`src/rtl/shift_add_multiplier_if.sv`:
```
// rtl/shift_add_multiplier_if.sv - start/done handshake and operand/product bus for shift_add_multiplier
interface shift_add_multiplier_if #(
    parameter int WIDTH = 4
);
    logic                   start;
    logic [WIDTH-1:0]       multiplicand;
    logic [WIDTH-1:0]       multiplier;
    logic                   busy;
    logic                   done;
    logic [2*WIDTH-1:0]     product;

    // Requester drives operands and start, collects the product
    modport master (
        output start, multiplicand, multiplier,
        input  busy, done, product
    );

    // Multiplier core side
    modport slave (
        input  start, multiplicand, multiplier,
        output busy, done, product
    );
endinterface

```
`src/rtl/shift_add_multiplier.sv`:
```
// rtl/shift_add_multiplier.sv - sequential shift/add unsigned multiplier (option: SHIFT_ADD_MULT_EARLY_TERM_EN)
module shift_add_multiplier #(
    parameter int WIDTH = 4
) (
    input  logic clk,
    input  logic reset,
    shift_add_multiplier_if.slave bus
);
    localparam int CW = $clog2(WIDTH + 1);
    localparam int RW = 2 * WIDTH + 1;
    localparam logic [CW-1:0] WIDTH_C = CW'(WIDTH);

    typedef enum logic [1:0] {IDLE, ADD, SHIFT, DONE} state_t;

    state_t               state_q, state_d;
    logic [RW-1:0]        sr_q, sr_d;          // {carry, acc, mq}
    logic [WIDTH-1:0]     mcand_q, mcand_d;
    logic [CW-1:0]        count_q, count_d;
    logic [2*WIDTH-1:0]   product_q, product_d;

    logic [WIDTH:0]       sum;
    logic [CW-1:0]        count_inc;

    assign sum       = {1'b0, sr_q[2*WIDTH-1:WIDTH]} + {1'b0, mcand_q};
    assign count_inc = count_q + CW'(1);

`ifdef SHIFT_ADD_MULT_EARLY_TERM_EN
    logic          rest_zero;
    logic [RW-1:0] sr_early;

    // Detect that every multiplier bit still to be consumed is zero
    always_comb begin
        rest_zero = 1'b1;
        for (int i = 0; i < WIDTH; i++) begin
            if ((i < (WIDTH - int'(count_q))) && sr_q[i]) begin
                rest_zero = 1'b0;
            end
        end
    end

    assign sr_early = sr_q >> (WIDTH_C - count_q);
`endif

    // Next-state, datapath and product capture; product loads on the edge entering DONE
    always_comb begin
        state_d   = state_q;
        sr_d      = sr_q;
        mcand_d   = mcand_q;
        count_d   = count_q;
        product_d = product_q;
        case (state_q)
            IDLE: begin
                if (bus.start) begin
                    sr_d    = {1'b0, {WIDTH{1'b0}}, bus.multiplier};
                    mcand_d = bus.multiplicand;
                    count_d = '0;
                    state_d = ADD;
                end
            end
            ADD: begin
`ifdef SHIFT_ADD_MULT_EARLY_TERM_EN
                if (rest_zero) begin
                    sr_d      = sr_early;
                    product_d = sr_early[2*WIDTH-1:0];
                    state_d   = DONE;
                end else begin
                    if (sr_q[0]) begin
                        sr_d = {sum, sr_q[WIDTH-1:0]};
                    end
                    state_d = SHIFT;
                end
`else
                if (sr_q[0]) begin
                    sr_d = {sum, sr_q[WIDTH-1:0]};
                end
                state_d = SHIFT;
`endif
            end
            SHIFT: begin
                sr_d    = {1'b0, sr_q[RW-1:1]};
                count_d = count_inc;
                if (count_inc == WIDTH_C) begin
                    product_d = sr_q[2*WIDTH:1];
                    state_d   = DONE;
                end else begin
                    state_d = ADD;
                end
            end
            DONE: begin
                state_d = IDLE;
            end
            default: begin
                state_d = IDLE;
            end
        endcase
    end

    // State and datapath registers; reset discards any operation in flight
    always_ff @(posedge clk or posedge reset) begin
        if (reset) begin
            state_q   <= IDLE;
            sr_q      <= '0;
            mcand_q   <= '0;
            count_q   <= '0;
            product_q <= '0;
        end else begin
            state_q   <= state_d;
            sr_q      <= sr_d;
            mcand_q   <= mcand_d;
            count_q   <= count_d;
            product_q <= product_d;
        end
    end

    assign bus.busy    = (state_q != IDLE);
    assign bus.done    = (state_q == DONE);
    assign bus.product = product_q;
endmodule

```
`src/flat_wrapper.sv`:
```
// flat-port wrapper written by rule: the top's interface ports become plain ports
module shift_add_multiplier_flat 
#(
    parameter int WIDTH = 4
)
  (clk, reset, bus_start, bus_multiplicand, bus_multiplier, bus_busy, bus_done, bus_product);
  shift_add_multiplier_if #(.WIDTH(WIDTH)) bus_i ();
  input  logic clk;
  input  logic reset;
  input wire logic [$bits(bus_i.start)-1:0] bus_start;
  input wire logic [$bits(bus_i.multiplicand)-1:0] bus_multiplicand;
  input wire logic [$bits(bus_i.multiplier)-1:0] bus_multiplier;
  output wire logic [$bits(bus_i.busy)-1:0] bus_busy;
  output wire logic [$bits(bus_i.done)-1:0] bus_done;
  output wire logic [$bits(bus_i.product)-1:0] bus_product;
  assign bus_i.start = bus_start;
  assign bus_i.multiplicand = bus_multiplicand;
  assign bus_i.multiplier = bus_multiplier;
  assign bus_busy = bus_i.busy;
  assign bus_done = bus_i.done;
  assign bus_product = bus_i.product;
  shift_add_multiplier #(.WIDTH(WIDTH)) u_core (.clk(clk), .reset(reset), .bus(bus_i));
endmodule
```
`config.mk`:
```
export PLATFORM = sky130hd
export DESIGN_NAME = shift_add_multiplier_flat
export DESIGN_NICKNAME = d
export VERILOG_FILES = /design/src/rtl/shift_add_multiplier_if.sv /design/src/rtl/shift_add_multiplier.sv /design/src/flat_wrapper.sv
export SDC_FILE = /design/constraint.sdc
export NUM_CORES = 1
export LEC_CHECK = 0
export CAP_MARGIN = 20
export CORE_ASPECT_RATIO = 0.6
export CORE_MARGIN = 5
export CORE_UTILIZATION = 55
export DETAILED_ROUTE_END_ITERATION = 12
export PLACE_DENSITY = 0.82
export SETUP_SLACK_MARGIN = 0.3
export SLEW_MARGIN = 20
export SYNTH_ARGS = -nofsm -noshare
export SYNTH_HDL_FRONTEND = slang
export SYNTH_SLANG_ARGS = --single-unit
```
`constraint.sdc`:
```
create_clock -name clk -period 2.81 [get_ports clk]
set_input_delay 0.281 -clock clk [delete_from_list [all_inputs] [get_ports clk]]
set_output_delay 0.281 -clock clk [all_outputs]
set_load 0.05 [all_outputs]
```
==> flow_metrics.tcl, run 1 <==
set metrics [dict create \
    die_height_um 48.1 \
    synth_seq_cells 26 \
    start_util_pct 59.4 \
    cts_sinks 26 \
    drt_iter0_markers 63 \
    final.setup.tns_ns 0 \
    worst_clock_skew_ns 0.0110 \
    fin_util_pct 72.7 \
    p_leak_nw 0.752 \
    grt_pass1_vias 1118 \
    fin_hold_ws_ns 0.384 \
    power.density_nw_per_um2 1180 \
    gr-total-overflow 0 \
    worstSetupEndpointType "output pin" \
    outcome "finished clean" \
    period_share_pct 79.2 \
    hold_path_class "in -> async" \
    clk_latency_ns 0.28 \
    synth_edf_count 0 \
    cts_hold_buf 0 \
    period_minus_slack_ns 2.22 \
    first_pass_iters 4 \
    vias 1038 \
    final_common_cell "dfrtp_1" \
    diodes 0 \
    die-area_sq_um 3540 \
    cts_setup_buffers 0 \
    setup_viol 0 \
    grt_max_degree 27 \
    wl_mm 2.85 \
    row_count 13 \
    dpl-instance-area_sq_um 1560 \
    tritoncts "built" \
    grt_first_pass_wirelength_mm 4.97 \
    syn_nets 146 \
    maxSlewViolCount 0 \
    cts.reportedPaths.clkPinSlew_ns 0.09 \
    syn_avg_cell_area_sq_um 10.7 \
    fmax_ghz 0.449 \
    p_total_mw 1.92 \
    hpwlAfterDp_mm 2.15 \
    synth_top_area_cell "dfrtp_1" \
    cts_buffers 3 \
    coreArea_sq_um 2240 \
    ys_types 30 \
    cts_buffer_depth 2 \
    ys.flop_type "dfrtp_1" \
    layout-drive-gt1-share_pct 13.0 \
    dr_wl_met3_um 134 \
    layout.nets 169 \
    design_area_sq_um 1630 \
    grt_setup_unrepaired "false" \
    finalHoldViolCount 0 \
    vias_per_cell 5.90 \
    wl_met1_mm 1.27 \
    final_cell_mix "dfrtp_1, clkdlybuf4s50_1, a21oi_1" \
    ys_warn_count 0 \
    gp_congestion 0.905 \
    wl_met2_mm 1.35 \
    top_layer "met4" \
    tightest_slew_ns 0.913 \
    cap_violations 0 \
    io_pins 21 \
    async_reset_ff_share_pct 100 \
    slew_headroom_pct 38.7 \
    synthCells 124 \
    critPathKind "reg -> out" \
    antenna_left 0 \
    portBuffers 20 \
    seq_area_frac_synth_pct 48.8 \
    die_w_um 73.5 \
    cts_resized 0 \
    nFillCells 157 \
    antenna_found_initial 0 \
    crit_path_max_fanout 6 \
    synth_top_area_share_pct 48.8 \
    start_kind "flip-flop" \
    areaGrowthSynthToFinish_pct 22.5 \
    cts.root.buffer_cell "clkbuf_8" \
    vdd_drop_max_mv 0.888 \
    crit_arrival_ns 1.94 \
    drc 0 \
    yosys-top-cells-area "dfrtp_1, ha_1, mux2_2, a21oi_1, inv_1" \
    crit_required_ns 2.53 \
    wl_per_cell_um 16.2 \
    syn-cell-area_sq_um 1330 \
    h-tree-depth 1 \
    grt_util_all_layers_pct 19.2 \
]
layout make-up:
cell class / instances / area, sq um / area share (%)
Inverter: 11 / 41.3 / 2.53
Clock buffer: 3 / 41.3 / 2.53
Multi-Input combinational cell: 85 / 632 / 38.7
Sequential cell: 26 / 651 / 39.8
Clock inverter: 1 / 30.0 / 1.84
Tap cell: 30 / 37.5 / 2.30
Timing Repair Buffer: 20 / 200 / 12.3
synth_stat cells (2+ instances only):
| library cell | n |
|---|---|
| o21ai_2 | 2 |
| o21ai_0 | 4 |
| a211oi_1 | 2 |
| o31ai_1 | 2 |
| mux2_2 | 11 |
| a21oi_1 | 14 |
| inv_1 | 11 |
| nand2_1 | 11 |
| and3_1 | 6 |
| nor2_1 | 7 |
| ha_1 | 10 |
| dfrtp_1 | 26 |
registers in the layout (all words and copies together), names as in the netlist:
register / count
u_core.bus.product: 8
u_core.count_q: 3
u_core.mcand_q: 4
u_core.sr_q: 9
u_core.state_q: 2
worst max-delay path: stages, from the launching register on:
cell,delay [ns]
dfrtp_1,0.42
inv_1,0.09
ha_1,0.27
inv_1,0.08
clkdlybuf4s50_1,0.79
logic make-up after synthesis:
| family | after synthesis | share of synthesized area, % |
|---|---|---|
| compound gates | 30 | 13.9 |
| xor+xnor | 1 | 0.657 |
| fa+ha+maj | 11 | 10.9 |
| buf+inv | 13 | 3.76 |
| flops | 26 | 48.8 |
| mux | 12 | 10.0 |
| simple gates | 31 | 11.9 |
report_power, final:
| group | total [mW] | internal (mW) | switching, mW |
|---|---|---|---|
| registers | 0.629 | 0.518 | 0.111 |
| clock network | 0.313 | 0.191 | 0.122 |
| logic | 0.977 | 0.370 | 0.607 |
layer usage:
metal / vias to the layer above / GRT usage [%]
li1: 476 / -
met1: 522 / 22.2
met2: 27 / 33.8
met3: 13 / 5.35
met4: 0 / 10.5
met5: - / 0
metrics by stage:
step | instances | setup WS (ns)
floorplan | 124 | 1.04
global placement | 172 | 0.960
detailed placement | 172 | 0.883
CTS | 176 | 0.578
global route | 176 | 0.516
finish | 176 | 0.585
worst paths after layout:
path | to | cells past startpoint | from | slack [ns]
setup / recovery | bus_busy | 4 | u_core.state_q[0]$_DFFE_PP0P_ | 0.59
hold / removal | u_core.bus.product[5]$_DFFE_PP0P_ | 2 | reset | 0.38
setup reg to reg | u_core.sr_q[3]$_DFFE_PP0P_ | 6 | u_core.state_q[0]$_DFFE_PP0P_ | 0.84
hold reg to reg | u_core.bus.product[4]$_DFFE_PP0P_ | 2 | u_core.bus.product[4]$_DFFE_PP0P_ | 0.50
max in group asynchronous | u_core.count_q[0]$_DFFE_PP0P_ | 2 | reset | 1.99
min in group clk | u_core.bus.product[4]$_DFFE_PP0P_ | 2 | u_core.bus.product[4]$_DFFE_PP0P_ | 0.50
No activity file was read; power rests on OpenSTA's default activity.
==> inputs of run 2 (changes only) <==
Settings changed: CORE_UTILIZATION 55 to 52, PLACE_DENSITY 0.82 to 0.79.
Clock period 2.81 ns to 2.25 ns, I/O delays scaled along.
==> run 2 against run 1 <==
Net effect:
- flip-flop and latch count unchanged
- global-route usage decreased by 3.7 points
- first-iteration DRC count decreased by 79%
- non-clock buffer count increased by 1
==> flow_metrics.tcl, run 2 (synthesis results as in run 1) <==
set metrics [dict create \
    outcome "finished clean" \
    start_kind "flip-flop" \
    dpl.cell_count 175 \
    first_pass_iters 4 \
    regToRegSetupSlack_ns 0.43 \
    grt_first_pass_wirelength_mm 4.44 \
    multi_input_area_sq_um 639 \
    tightest_slew_ns 0.497 \
    portBuffers 20 \
    drc 0 \
    finalHoldViolCount 0 \
    areaGrowthSynthToFinish_pct 21.5 \
    gr-total-overflow 0 \
    start_util_pct 54.0 \
    grt_setup_unrepaired "false" \
    crit_arrival_ns 1.61 \
    cts_buffer_depth 2 \
    crit_path_max_fanout 6 \
    clk_latency_ns 0.27 \
    fin_hold_ws_ns 0.310 \
    cts_sinks 26 \
    r2r_cells 4 \
    cp-endpoint "bus_busy" \
    diodes 0 \
    design_area_sq_um 1620 \
    cts_buffers 3 \
    critPathKind "reg -> out" \
    h-tree-depth 1 \
    slew_headroom_pct 66.8 \
    fin_util_pct 65.6 \
    grt_max_degree 27 \
    antenna_found_initial 0 \
    grt_pass1_vias 1031 \
    stdcell_count 178 \
    coreArea_sq_um 2470 \
    drt_iter0_markers 13 \
    worst_clock_skew_ns 0.00378 \
    gp_congestion 0.907 \
    grt_util_all_layers_pct 15.5 \
    wl_per_cell_um 14.2 \
    r2r_start "u_core.state_q[0]$_DFFE_PP0P_" \
    hpwlAfterDp_mm 1.95 \
    layout-drive-gt1-share_pct 14.4 \
    r2r_end "u_core.bus.product[1]$_DFFE_PP0P_" \
    max_stage_delay_ns 0.49 \
    layout.nets 170 \
    cap_violations 0 \
    worstPathCellList "inv_1, ha_1, inv_1, clkdlybuf4s15_1" \
    maxSlewViolCount 0 \
    crit_required_ns 2.03 \
    crit_path_start "u_core.state_q[0]$_DFFE_PP0P_" \
    setup_slack_ns 0.411 \
    setup_viol 0 \
    slowest_stage "clkdlybuf4s15_1" \
    die_height_um 49.2 \
    vdd_drop_max_mv 0.847 \
    dpl-instance-area_sq_um 1570 \
    final_common_cell "dfrtp_1" \
    antenna_left 0 \
    largest_reg_flops 9 \
    cts.root.buffer_cell "clkbuf_8" \
    final.setup.tns_ns 0 \
    fmax_ghz 0.544 \
    p_leak_nw 0.750 \
    final_cell_mix "dfrtp_1, clkdlybuf4s50_1, a21oi_1" \
    wl_mm 2.53 \
    worstSetupEndpointType "output pin" \
    vias 967 \
    vias_per_cell 5.43 \
    dp_slack_ns 0.397 \
    tritoncts "built" \
    row_count 14 \
    period_share_pct 81.7 \
    hold_path_class "in -> async" \
    p_total_mw 2.23 \
    crit_top_cell "inv_1" \
    power.density_nw_per_um2 1380 \
    die-area_sq_um 3710 \
    period_minus_slack_ns 1.84 \
    cts.reportedPaths.clkPinSlew_ns 0.08 \
    die_w_um 75.4 \
    nFillCells 170 \
    largest_register "u_core.sr_q" \
    ff_latch_area_sq_um 651 \
    io_pins 21 \
]
-- run 2: layout make-up --
class / instances / share of cell area, %
multi-input cells: 85 / 39.5
inverters: 11 / 2.55
repair buffers: 21 / 12.8
flip-flops and latches: 26 / 40.2
clock buffers: 3 / 2.55
well taps: 32 / 2.47
-- run 2: what timing repair did --
action | in CTS | in global routing
resized for setup | 2 | 3
pin swaps | 0 | 0
hold buffers | 0 | 0
buffers inserted | 0 | 0
setup endpoints to repair | 2 | 5
-- run 2: worst min path at each step --
stage / from / endpoint / slack [ns] / depth (start not counted)
after global routing: reset / u_core.sr_q[3]$_DFFE_PP0P_ / 0.34 / 3
after CTS: reset / u_core.bus.product[7]$_DFFE_PP0P_ / 0.32 / 3
after floorplan: reset / u_core.bus.product[0]$_DFFE_PP0P_ / 0.27 / 1
final: reset / u_core.bus.product[3]$_DFFE_PP0P_ / 0.31 / 3
after global placement: u_core.count_q[2]$_DFFE_PP0P_ / u_core.count_q[2]$_DFFE_PP0P_ / 0.47 / 2
after detailed placement: u_core.count_q[2]$_DFFE_PP0P_ / u_core.count_q[2]$_DFFE_PP0P_ / 0.49 / 2
-- run 2: critical path, delay by kind of cell (launching register included) --
| family | cells | cell delay, ns |
|---|---|---|
| adder cells (fa/ha/maj) | 1 | 0.28 |
| flip-flops | 1 | 0.41 |
| buffers and inverters | 3 | 0.66 |
-- run 2: power by group --
group | switching (mW) | total, mW | internal (mW)
Clock | 0.135 | 0.255 | 0.120
Combinational | 0.728 | 1.19 | 0.465
Sequential | 0.133 | 0.780 | 0.648
-- run 2: metal layers --
metal	vias up	GRT usage, %	part of all wire (%)
met2	26	24.2	43
met3	5	5.56	5.1
li1	477	-	-
met5	-	0	0
met4	0	4.65	1.1
met1	459	19.9	50
